## src/rtl/mips_run_monitor.sv

```systemverilog
`default_nettype none
// +--------------------------------------------------------------------------+
// | Module      : mips_run_monitor                                           |
// | Description : Run-control and result-readout unit for the single-cycle  |
// |               MIPS core. Ends a program run on end-PC, PC stall or       |
// |               cycle-budget timeout. It then raises halt_req and streams  |
// |               a window of data-memory words out over a valid/ready port. |
// | Revision    : 1.0  initial release                                       |
// +--------------------------------------------------------------------------+
// | Ports                                                                    |
// |   clk          in   clock, all state on rising edge                      |
// |   reset_n      in   asynchronous active-low reset                        |
// |   pc_in        in   core PC                                              |
// |   mem_addr     out  data-memory read address (driven in LOAD)            |
// |   mem_rdata    in   data-memory read data, combinational on mem_addr     |
// |   halt_req     out  request core to freeze (high after the run ends)     |
// |   pc_change    out  registered "PC differs from previous cycle"          |
// |   dump_valid   out  dump word available                                 |
// |   dump_ready   in   sink accepts word                                    |
// |   dump_data    out  dumped word                                         |
// |   dump_index   out  offset of dump_data within the window                |
// |   done         out  run finished and dump complete                       |
// |   cause        out  00 none, 01 end PC, 10 stall, 11 timeout             |
// |   cycle_count  out  cycles spent in RUN, saturating                      |
// +--------------------------------------------------------------------------+
module mips_run_monitor #(
  parameter int              PC_W      = 32,
  parameter int              ADDR_W    = 8,
  parameter int              DATA_W    = 32,
  parameter logic [PC_W-1:0] END_PC    = PC_W'(32'hA0),
  parameter int              DUMP_BASE = 50,
  parameter int              DUMP_CNT  = 21,
  parameter int              STALL_CYC = 16,
  parameter int              MAX_CYC   = 100000,
  parameter int              CNT_W     = 32
) (
  input  logic              clk,
  input  logic              reset_n,
  input  logic [PC_W-1:0]   pc_in,
  output logic [ADDR_W-1:0] mem_addr,
  input  logic [DATA_W-1:0] mem_rdata,
  output logic              halt_req,
  output logic              pc_change,
  output logic              dump_valid,
  input  logic              dump_ready,
  output logic [DATA_W-1:0] dump_data,
  output logic [ADDR_W-1:0] dump_index,
  output logic              done,
  output logic [1:0]        cause,
  output logic [CNT_W-1:0]  cycle_count
);

  // --------------------------------------------------------------------------
  // Derived constants
  // --------------------------------------------------------------------------
  // The stall counter never has to hold more than STALL_CYC, so it is sized
  // to that rather than to the full cycle-counter width.
  localparam int                STALL_W    = $clog2(STALL_CYC + 1);
  localparam logic [STALL_W-1:0] STALL_LAST = STALL_W'(STALL_CYC - 1);
  localparam logic [CNT_W-1:0]  MAX_LAST   = CNT_W'(MAX_CYC - 1);
  localparam logic [ADDR_W-1:0] BASE_ADDR  = ADDR_W'(DUMP_BASE);
  // An empty window skips the dump states, so LAST_IDX only matters when
  // DUMP_CNT is non-zero; clamp it to avoid a negative constant otherwise.
  localparam int                LAST_INT   = (DUMP_CNT > 0) ? DUMP_CNT - 1 : 0;
  localparam logic [ADDR_W-1:0] LAST_IDX   = ADDR_W'(LAST_INT);
  localparam bit                HAS_DUMP   = (DUMP_CNT > 0);

  localparam logic [1:0] CAUSE_NONE    = 2'b00;
  localparam logic [1:0] CAUSE_END     = 2'b01;
  localparam logic [1:0] CAUSE_STALL   = 2'b10;
  localparam logic [1:0] CAUSE_TIMEOUT = 2'b11;

  // --------------------------------------------------------------------------
  // State
  // --------------------------------------------------------------------------
  typedef enum logic [1:0] {
    ST_RUN  = 2'd0,
    ST_LOAD = 2'd1,
    ST_SEND = 2'd2,
    ST_DONE = 2'd3
  } state_t;

  state_t             state;
  state_t             state_next;

  logic [PC_W-1:0]    pc_q;
  logic               pc_valid;   // pc_q holds a real sample (not the reset value)
  logic [STALL_W-1:0] stall_cnt;
  logic [ADDR_W-1:0]  idx;

  logic               pc_same;
  logic               hit_end;
  logic               hit_stall;
  logic               hit_timeout;
  logic               exit_run;
  logic [1:0]         exit_cause;

  // --------------------------------------------------------------------------
  // Exit detection (combinational, evaluated on the current cycle)
  // --------------------------------------------------------------------------
  // The first cycle after reset has no previous PC to compare against, so it
  // neither counts as a stall cycle nor produces a pc_change pulse.
  assign pc_same     = pc_valid && (pc_in == pc_q);
  assign hit_end     = (pc_in == END_PC);
  assign hit_stall   = pc_same && (stall_cnt == STALL_LAST);
  assign hit_timeout = (cycle_count == MAX_LAST);
  assign exit_run    = (state == ST_RUN) && (hit_end || hit_stall || hit_timeout);

  always_comb begin
    exit_cause = CAUSE_NONE;
    if (hit_end) begin
      exit_cause = CAUSE_END;
    end else if (hit_stall) begin
      exit_cause = CAUSE_STALL;
    end else if (hit_timeout) begin
      exit_cause = CAUSE_TIMEOUT;
    end
  end

  // --------------------------------------------------------------------------
  // FSM: state register
  // --------------------------------------------------------------------------
  always_ff @(posedge clk or negedge reset_n) begin
    if (!reset_n) begin
      state <= ST_RUN;
    end else begin
      state <= state_next;
    end
  end

  // --------------------------------------------------------------------------
  // FSM: next state and state-decoded outputs
  // --------------------------------------------------------------------------
  // halt_req is decoded from the registered state, so it rises on the edge
  // that leaves RUN and stays high in every later state.
  always_comb begin
    state_next = state;
    halt_req   = 1'b1;
    done       = 1'b0;
    dump_valid = 1'b0;
    mem_addr   = '0;
    unique case (state)
      ST_RUN: begin
        halt_req = 1'b0;
        if (exit_run) begin
          state_next = HAS_DUMP ? ST_LOAD : ST_DONE;
        end
      end
      ST_LOAD: begin
        // Address wraps modulo 2^ADDR_W for windows that run past the top.
        mem_addr   = BASE_ADDR + idx;
        state_next = ST_SEND;
      end
      ST_SEND: begin
        dump_valid = 1'b1;
        if (dump_ready) begin
          state_next = (idx == LAST_IDX) ? ST_DONE : ST_LOAD;
        end
      end
      ST_DONE: begin
        done = 1'b1;
      end
      default: begin
        state_next = ST_RUN;
      end
    endcase
  end

  // --------------------------------------------------------------------------
  // PC tracking (active in every state)
  // --------------------------------------------------------------------------
  always_ff @(posedge clk or negedge reset_n) begin
    if (!reset_n) begin
      pc_q      <= '0;
      pc_valid  <= 1'b0;
      pc_change <= 1'b0;
    end else begin
      pc_q      <= pc_in;
      pc_valid  <= 1'b1;
      pc_change <= pc_valid && (pc_in != pc_q);
    end
  end

  // --------------------------------------------------------------------------
  // Run counters and exit cause
  // --------------------------------------------------------------------------
  // On the exit cycle the counters are left untouched so cycle_count reports
  // the value the exit condition was evaluated against.
  always_ff @(posedge clk or negedge reset_n) begin
    if (!reset_n) begin
      cycle_count <= '0;
      stall_cnt   <= '0;
      cause       <= CAUSE_NONE;
    end else if (state == ST_RUN) begin
      if (exit_run) begin
        cause <= exit_cause;
      end else begin
        if (cycle_count != {CNT_W{1'b1}}) begin
          cycle_count <= cycle_count + CNT_W'(1);
        end
        if (pc_same) begin
          stall_cnt <= stall_cnt + STALL_W'(1);
        end else begin
          stall_cnt <= '0;
        end
      end
    end
  end

  // --------------------------------------------------------------------------
  // Dump datapath
  // --------------------------------------------------------------------------
  // dump_data / dump_index are only written in LOAD, which makes them stable
  // for the whole SEND phase regardless of how long the sink stalls.
  always_ff @(posedge clk or negedge reset_n) begin
    if (!reset_n) begin
      idx        <= '0;
      dump_data  <= '0;
      dump_index <= '0;
    end else begin
      if (state == ST_LOAD) begin
        dump_data  <= mem_rdata;
        dump_index <= idx;
      end
      if ((state == ST_SEND) && dump_ready && (idx != LAST_IDX)) begin
        idx <= idx + ADDR_W'(1);
      end
    end
  end

endmodule
`default_nettype wire
```

## config.mk

```make
export PLATFORM = sky130hd
export DESIGN_NAME = mips_run_monitor
export DESIGN_NICKNAME = d
export VERILOG_FILES = /design/src/rtl/mips_run_monitor.sv
export SDC_FILE = /design/constraint.sdc
export NUM_CORES = 1
export LEC_CHECK = 0
export CAP_MARGIN = 0
export CORE_ASPECT_RATIO = 1.75
export CORE_MARGIN = 10
export CORE_UTILIZATION = 30
export CTS_BUF_LIST = sky130_fd_sc_hd__clkbuf_8
export DETAILED_ROUTE_END_ITERATION = 6
export HOLD_SLACK_MARGIN = 0.03
export SLEW_MARGIN = 20
export SYNTH_ARGS = -nofsm -noshare
export SYNTH_HDL_FRONTEND = slang
export SYNTH_SLANG_ARGS = --single-unit
```

## constraint.sdc

```tcl
create_clock -name clk -period 3.64 [get_ports clk]
set_input_delay 0.364 -clock clk [delete_from_list [all_inputs] [get_ports clk]]
set_output_delay 0.364 -clock clk [all_outputs]
set_load 0.005 [all_outputs]
```

* After elaboration in Yosys (flattened, before gate mapping)
Cells that the tools add are included. W data, S select, Z words.
Storage, ports and cells: flip-flop bits (word level) 123, input bits 67, logic and storage cells 54
Cells by class: multiplexer cells 12, reductions and logical operators 14, bitwise logic cells 1, $add $sub $neg 4, equality and inequality tests 13
Operators with widths (number):
- $add A32 B1 Y32 const B | 1
- $eq A32 B17 Y1 const B | 1
- $eq A32 B32 Y1 | 1
- $eq A32 B8 Y1 const B | 1
- $ne A32 B32 Y1 | 1
- $ne A32 B32 Y1 const B | 1
- $mux W2 | 6
- $add A6 B8 Y8 const A | 1
- $add A8 B1 Y8 const B | 1
- $eq A8 B5 Y1 const B | 1
- $mux W8 | 1
- $ne A8 B5 Y1 const B | 1
- $logic_and A1 B1 Y1 | 6
- $pmux W2 S3 | 1
- $reduce_and A3 Y1 | 2
- $add A5 B1 Y5 const B | 1
- $eq A5 B4 Y1 const B | 1
- $mux W5 | 1
- $eq A2 B2 Y1 const B | 2
- $ne A2 B2 Y1 const B | 2
- $reduce_and A2 Y1 | 2
- $mux W1 | 3
- $reduce_bool A3 Y1 | 1
- $eq A2 B1 Y1 const B | 1
- other kinds (3) | 4

* Longest topological paths before layout
Gate-level depths: netlist (run 1).
word-level depth 8, mapped depth 11, depth with buffers taken out 8

* Worst setup path before layout (run 1)
OpenSTA, ideal clock, no wires.
path type reg-to-reg, start point register cycle_count[0], end point register cycle_count[11], arrival 2.045 ns, stages on the path, launching flop included 11, setup slack 1.515 ns, path buffers 2, period minus slack after synthesis 2.125 ns, path through dfrtp_1 ha_1 nand4_1 or3_1 nor4_1 nor3_1 and3_1 buf_6 buf_12 nand3_1 xnor2_1
Between the ends: longest elaborated chain between the ends 5, elaborated cells between the ends (all ways) 7
Ends and longest elaborated chain:
- start: declaration | line 50 | output logic [CNT_W-1:0] cycle_count
- start signal: assignment | line 199 | cycle_count <= cycle_count + CNT_W'(1);
- parallel branches: the longest is 5 deep, another holds $add A32 B1 Y32
Several ways; the timed one is not identified. A chain may end at the register's enable or synchronous reset.

* Worst setup path in the final report (run 1)
start point register idx[2], end point output port mem_addr[7]
Between the ends: longest elaborated chain between the ends 2
Ends and longest elaborated chain:
- start: declaration | line 89 | logic [ADDR_W-1:0] idx;
- start signal: assignment | line 226 | idx <= idx + ADDR_W'(1);
- $add A6 B8 Y8 | line 151 | mem_addr = BASE_ADDR + idx;
- $mux W8 | line 142 | unique case (state)
- end: declaration | line 40 | output logic [ADDR_W-1:0] mem_addr,
Every way passes these cells.

==> results of run 1 <==
[cells by family after synthesis]
family | after synthesis | synth area share (%)
buffers and inverters | 24 | 2.64
DFF | 123 | 56.6
muxes | 43 | 8.85
AOI/OAI and AO/OA | 18 | 1.95
other | 1 | 0.0689
xor gates and xnor gates | 74 | 11.9
adders and majority gates | 12 | 2.76
and+or+nand+nor | 133 | 15.2
[per-stage QoR]
stage               area (um^2)  total power, W
finish                     7590         0.00277
global route               7590         0.00289
CTS                        7590         0.00282
detailed placement         7180         0.00158
global placement           7180         0.00158
floorplan                  5440         0.00146
[worst max path at each step]
stage,startpoint,end,slack [ns],cells past startpoint
finish,idx[2],mem_addr[7],0.73,7
floorplan,cycle_count[0],cycle_count[11],1.52,10
detailed placement,pc_in[0],cycle_count[1],0.52,7
global route,idx[2],mem_addr[7],0.57,7
global placement,pc_in[0],cycle_count[1],0.55,7
CTS,idx[2],mem_addr[7],0.67,7
[power breakdown]
group	switching [W]	internal [W]	total, W
combinational	0.0000648	0.0000916	0.000156
sequential	0.00000896	0.00139	0.00139
clock	0.000560	0.000655	0.00121
total	0.000634	0.00213	0.00277
[cell usage in the layout (no fill, tap or decap), types with 10 or more instances in the layout]
cell	instances
sky130_fd_sc_hd__ha_1	11
sky130_fd_sc_hd__nand2_1	20
sky130_fd_sc_hd__xnor2_1	70
sky130_fd_sc_hd__clkbuf_8	20
sky130_fd_sc_hd__nand4_1	27
sky130_fd_sc_hd__mux2_2	41
sky130_fd_sc_hd__inv_1	10
sky130_fd_sc_hd__nand3_1	14
sky130_fd_sc_hd__clkdlybuf4s50_1	151
sky130_fd_sc_hd__dfrtp_1	123
sky130_fd_sc_hd__nor4_1	15
[critical path: stages, from the launching register on]
cell	delay, ns
sky130_fd_sc_hd__dfrtp_1	0.49
sky130_fd_sc_hd__ha_1	0.28
sky130_fd_sc_hd__a21o_1	0.20
sky130_fd_sc_hd__or2_2	0.28
sky130_fd_sc_hd__nand2_1	0.08
sky130_fd_sc_hd__xnor2_1	0.11
sky130_fd_sc_hd__and2_1	0.14
sky130_fd_sc_hd__clkdlybuf4s50_1	0.52
[layer usage]
| metal | global-route usage [%] | up-vias |
|---|---|---|
| li1 | - | 1823 |
| met1 | 12.0 | 1946 |
| met2 | 21.9 | 107 |
| met3 | 5.16 | 18 |
| met4 | 6.12 | 0 |
| met5 | 0 | - |
[area by class of cell]
type	instances	area (um^2)	share of cell area, %
clock buffers	20	275	3.63
clock inverters	11	120	1.58
inverters	10	37.5	0.495
multi-input cells	281	2220	29.3
flip-flops and latches	123	3080	40.6
well taps	234	293	3.86
repair buffers	156	1560	20.6
[registers in the layout, summed over array words and instances, names as in the netlist, 2 cells and up]
| register | flops |
|---|---|
| cycle_count | 32 |
| dump_index | 8 |
| pc_q | 32 |
| state | 2 |
| cause | 2 |
| idx | 8 |
| dump_data | 32 |
| stall_cnt | 5 |
==> summary.md, run 1 <==
The run finished with clean final reports. Post-synthesis to final-layout area growth: 39.5%. Counting the buffers created by CTS gives 17. The per-cell via count in the routed design came out at 4.66.

The logs give 428 for the number of instances in the synthesized netlist and 11.0 mm for the HPWL reported at the end of detailed placement. The logs give 5440 um^2 for the cell area after technology mapping and 343 MHz for the top achievable clock speed. When the netlist entered floorplanning its net count stood at 507.

After synthesis, the mean cell area works out to 12.7 um^2. After detailed routing, the wire length on met1 is 5.18 mm. In this run the tool buffered the top-level ports with 152 buffer cells.

For this block, the routed nets add up to 14.6 mm of wire. Summed over all nets, wire length on met2 after detailed routing comes to 8.09 mm. The worst-case IR drop observed on VDD is 0.234 mV. For the standard-cell row count, the log shows 65. The boundary pin count came out at 153.

In this run, synthesis inferred 0 flip-flops with an integrated enable. In the final layout, the share of cells above drive strength 1 is 15.5%. The critical setup path kind is reg -> out.

Of the synthesized area, sequential elements account for 56.6%. The global-route usage over all layers was 12.4%. Setup repair after global routing left no endpoint under its margin.

The smallest clock period supported by the final layout is computed as 2.91 ns. Of all nets on the critical path, the largest fanout is 8. TritonCTS built the clock tree.

The number of cells traversed by the worst register-to-register path came out at 7. The first global-routing pass estimated 23.1 mm of wire. Once placement completed, the tool counted placed cells totaling 803. The number of setup buffers added after CTS is 0. For the routed via count, the log shows 3,894. The root buffer cell chosen for the clock tree is sky130_fd_sc_hd__clkbuf_8. For this design the ratio of total power to cell area is 364 nW/um^2.

The run gives 123 as the number of sinks handled by clock tree synthesis. The clock tree synthesis step divided the H-tree into 4 levels. The logs give 42.2% for the final cell utilization of the core and 34.6% for the max-slew headroom at the worst pin. Summed over all instances, the cell type with the most area after synthesis is sky130_fd_sc_hd__dfrtp_1.

The floorplan step defined a die boundary enclosing 24,100 um^2. Path type of the worst min-delay path: in -> reg. In this run the horizontal extent of the chip is 122 um. The signal arrival time at the worst endpoint is 2.55 ns. Max-cap violations in this run came to 0.

The tools report the leakage power as 3.23 nW. No sink is reached through more buffers than the 2 on the longest clock path. The worst path meets setup with 0.726 ns of slack.

The worst hold path stage count is 1. After detailed routing, the average wire length per cell comes to 17.5 um. Pre-CTS setup slack: 0.522 ns. Number of antenna violations at the first check in global routing: 0. Once the clock tree was built, the resizer swapped 0 gates to a different size.

The fraction of post-synthesis cell area in the top cell type by area is 56.6%. The first detailed-routing pass ran for 4 iterations. Measured along the y axis, the die boundary spans 198 um. The worst hold path begins at pc_in[27]. The logs give 30.3% for the initial cell density of the core and 1 for the number of hold-repair buffers added at the cts stage. Signal routing reaches up to met4. The count of endpoints failing hold in the final timing report came out at 0. For the final database, setup skew stands at 0.00930 ns.

Startpoint of the worst-slack reg-to-reg timing path: cycle_count[0]. In this run the standard cell core region covers 18,000 um^2. The capture instance of the worst register-to-register path was cycle_count[1].

Entering global routing, the biggest net connects 124 pins. The data required time at the worst endpoint is 3.28 ns. For the total global routing overflow, the log shows 0.

Yosys mapped the design onto 47 distinct sky130hd cell types. The count of nets left with antenna violations once routing finished came out at 0. The logs give 0 for the total count of max-transition violations in the final report and 0 for the number of remaining DRC errors. The finished layout holds 835 standard cells, fillers aside.

Yosys attributes the largest share of cell area to sky130_fd_sc_hd__dfrtp_1, sky130_fd_sc_hd__xnor2_1, sky130_fd_sc_hd__mux2_2. Routability-driven placement finished with a final weighted congestion of 0.789. The logs give 668 for the number of nets in the layout and 104 for the starting DRC count in detailed routing. The tools report the detailed-routed wire length on met3 as 1.07 mm.

The worst hold path terminates at pc_q[27]. For flop-to-flop paths, the worst setup slack is 0.85 ns. For the worst hold margin, the log shows 0.423 ns. Yosys instantiated no cell more often than sky130_fd_sc_hd__dfrtp_1. The run gives 0 ns as the summed negative setup slack over all endpoints. The tools report the number of inserted diodes as 0. The critical path launch point type was a flip-flop. The via count of the first global-routing pass is 4,278, and the clock transition time at the flip-flop clock pins of the worst setup and hold paths is 0.07 ns. The worst setup path is captured at an output pin. The filler cells instantiated in the layout total 1,732. The commonest cells after synthesis are sky130_fd_sc_hd__dfrtp_1, sky130_fd_sc_hd__xnor2_1, sky130_fd_sc_hd__mux2_2. Setup violations remaining at the end of the flow were counted as 0. The clock reaches the later pin of the worst-skew pair after 0.45 ns. During synthesis, Yosys emitted a total of 0 warnings. Of all flip-flops after synthesis, the portion carrying an async set or reset was 100%. Of the available clock period, the critical path in the final layout requires 80.0%.

The actual transition at the worst max-transition pin was 0.981 ns. The flip-flop and latch count after synthesis is 123. Among all flip-flop cells after synthesis, the most frequent one is sky130_fd_sc_hd__dfrtp_1.
(Power assumes the default switching activity.)
==> run 2, diff against run 1 <==
==> constraint.sdc (replaced) <==
create_clock -name clk -period 2.55 [get_ports clk]
set_input_delay 0.255 -clock clk [delete_from_list [all_inputs] [get_ports clk]]
set_output_delay 0.255 -clock clk [all_outputs]
set_load 0.005 [all_outputs]
==> summary.md, run 2 (synthesized netlist as in run 1, its figures left out) <==
The count of endpoints failing hold in the final timing report is 0 (unchanged), and the max-slew headroom at the worst pin is 46.0% (+11 points). The boundary pin count was 153 (unchanged); the last weighted congestion value of the routability-driven placer was 0.824 (+4.5%). The total global routing overflow is 0 (unchanged), and the worst stage delay on the critical path is 0.50 ns (-0.02 ns).

The worst hold path begins at pc_in[22]. The setup path with the least slack is of type reg -> out. TritonCTS built the clock tree.

Number of buffer cells added on primary ports: 152 (unchanged). The clock network latency to the later pin of the worst-skew pair was 0.42 ns (-0.03 ns). The run gives 24.2 mm (+4.8%) as the first-pass GRT wire length.

The standard-cell row count came out at 65 (unchanged). The actual transition at the worst max-transition pin is 0.809 ns (-0.171 ns). The area used by multi-input combinational logic is 2230 um^2 (+0.39%), and the number of nets in the layout is 691 (+3.4%). The final worst slack was 0.191 ns (-0.535 ns).

The worst setup path is launched from a flip-flop. The run finished with clean final reports. Post-CTS setup buffer count: 0 (unchanged).

The number of maximum-capacitance violations came out at 0 (unchanged). The worst hold path stage count works out to 1 (unchanged). The worst hold path terminates at pc_q[22]. The routed length per instance is 17.6 um (+0.57%). In the final layout, the registers with the most flip-flops are cycle_count (32), dump_data (32), pc_q (32).

The final number of setup-violating endpoints is 0 (unchanged), and the number of sinks handled by clock tree synthesis is 123 (unchanged). The full die area is 24,100 um^2 (unchanged). The share of post-route cells with drive strength above 1 was 18.8% (+3.3 points). The highest ir drop seen on vdd is 0.337 mV (+44%).

Based on the critical path, the design can be clocked at up to 424 MHz. The area growth from synthesis to layout is 44.0%. The run gives 15.1 mm (+3.3%) as the routed wire length. For the number of antenna violations at the first check in global routing, the log shows 0 (unchanged).

The vertical extent of the die was 198 um (unchanged); the number of nets with antenna violations after routing was 0 (unchanged). The HPWL reported at the end of detailed placement was 11.7 mm (+6.6%). The tree is rooted in a sky130_fd_sc_hd__clkbuf_8.

The tools report the number of remaining DRC errors as 0 (unchanged). The sum of buffers and inverters on the critical path is 2 (+1), and the per-cell via count in the routed design is 4.60 (-1.4%). Startpoint of the worst-slack reg-to-reg timing path: stall_cnt[0].

The leakage power is 3.41 nW (+5.3%), and the number of detailed-routing iterations run before antenna repair is 6 (+2). The global-route usage over all layers was 12.8% (+0.36 points). The library cell used most frequently in the layout, excluding fill and tap cells, is sky130_fd_sc_hd__clkdlybuf4s50_1.

The initial cell density of the core is 30.3% (unchanged). The final cell utilization of the core is 43.6% (+1.4 points), and the number of cells traversed by the worst register-to-register path is 7 (unchanged). The critical path goes through buf_4 > nand3_1 > nor3b_1 > xnor2_1 > and2_1 > clkdlybuf4s50_1. The number of levels the H-tree was split into is 4 (unchanged), and the filler cell count is 1,675 (-3.3%).

The core footprint is 18,000 um^2 (unchanged), and the clock transition time at the flip-flop clock pins of the worst setup and hold paths is 0.08 ns (about the same). The tools report the largest buffer count on any clock path as 2 (unchanged). The final critical path takes up 92.5% of the cycle. The largest fanout of any net on the critical path is 5 (-3), and the overall power of the completed layout is 0.00422 W (+53%). For the signal arrival time at the worst endpoint, the log shows 2.10 ns (-0.45 ns).

The power per cell area came out at 539 nW/um^2 (+48%). Number of buffers added by the clock tree synthesis step: 17 (unchanged). The sequential standard cell area came out at 3080 um^2 (unchanged). The nature of the critical path endpoint was an output pin. The standard cell with the maximum stage delay on the critical path was sky130_fd_sc_hd__clkdlybuf4s50_1.

The die span in x is 122 um (unchanged), and the starting DRC count in detailed routing is 121 (+16%). Post-layout minimum cycle time: 2.36 ns. Setup repair after global routing left no endpoint under its margin.

The tools report the number of inserted diodes as 0 (unchanged). The worst register-to-register path ends at cycle_count[21]. The logs give -0.0787 ns (-0.600 ns) for the pre-CTS setup slack and 4,607 (+7.7%) for the via count of the first global-routing pass. The pin count of the biggest net entering global routing came out at 59 (-52%). In the layout the commonest cells are sky130_fd_sc_hd__clkdlybuf4s50_1, sky130_fd_sc_hd__dfrtp_1, sky130_fd_sc_hd__xnor2_1. The total count of max-transition violations in the final report was 0 (unchanged).

The kind of cell adding the most delay to the critical path was buffers and inverters. Setup slack of the worst register-to-register path: 0.20 ns (-0.65 ns). The data required time at the worst endpoint is 2.30 ns (-0.98 ns).

The path type of the worst min-delay path was in -> reg. The tools report the final setup skew as 0.0108 ns (+0.00153 ns). For the routed via count, the log shows 3,945 (+1.3%).
run 2: what timing repair did:
item,4_1_cts,5_1_grt
resized for setup,2,2
gates cloned,0,0
hold buffers,1,0
setup endpoints to repair,1,6
hold endpoints to repair,55,0
run 2: final cells by class:
| type | instances | share of cell area (%) |
|---|---|---|
| clock buffers | 19 | 3.34 |
| clock inverters | 12 | 2.51 |
| inverters | 10 | 0.479 |
| multi-input cells | 281 | 28.5 |
| flip-flops and latches | 123 | 39.3 |
| well taps | 234 | 3.74 |
| repair buffers | 179 | 22.2 |
run 2: power breakdown:
part	leakage [nW]	internal [W]	switching [W]
logic	1.57	0.000134	0.0000952
registers	1.61	0.00198	0.0000125
clock network	0.229	0.00121	0.000798
run 2: worst max-delay path by stage:
stage | startpoint | end | slack (ns) | cells after the start
6_report | idx[1] | mem_addr[6] | 0.19 | 6
5_1_grt | stall_cnt[0] | cycle_count[17] | 0.03 | 7
4_1_cts | idx[1] | mem_addr[5] | 0.05 | 5
3_5_place_dp | pc_in[7] | cycle_count[6] | -0.08 | 10
3_3_place_gp | pc_in[1] | cycle_count[21] | -0.04 | 10
2_1_floorplan | cycle_count[0] | cycle_count[11] | 0.43 | 10
run 2: worst reg2reg max path, stage by stage, from the launching register on:
cell                      delay [ns]
sky130_fd_sc_hd__dfrtp_1        0.41
sky130_fd_sc_hd__ha_1           0.23
sky130_fd_sc_hd__and3_1         0.18
sky130_fd_sc_hd__ha_1           0.21
sky130_fd_sc_hd__and4_1         0.23
sky130_fd_sc_hd__nor4b_4        0.62
sky130_fd_sc_hd__nand4_1        0.20
sky130_fd_sc_hd__xnor2_1        0.16
run 2: routing by layer:
| metal | vias to the layer above | share of wire [%] | GRT usage (%) |
|---|---|---|---|
| met5 | - | 0 | 0 |
| met4 | 0 | 1.9 | 5.63 |
| met3 | 14 | 7.0 | 4.42 |
| met2 | 104 | 56 | 23.6 |
| met1 | 1962 | 35 | 12.2 |
| li1 | 1865 | - | - |
run 2: per-stage QoR:
step | setup TNS (ns) | area (um^2) | hold WS [ns] | std cells
after floorplan | 0 | 5440 | -0.0406 | 428
after global placement | -0.488 | 7360 | 0.375 | 826
after detailed placement | -0.969 | 7360 | 0.380 | 826
after CTS | 0 | 7830 | 0.313 | 858
after global routing | 0 | 7830 | 0.323 | 858
final | 0 | 7830 | 0.352 | 858
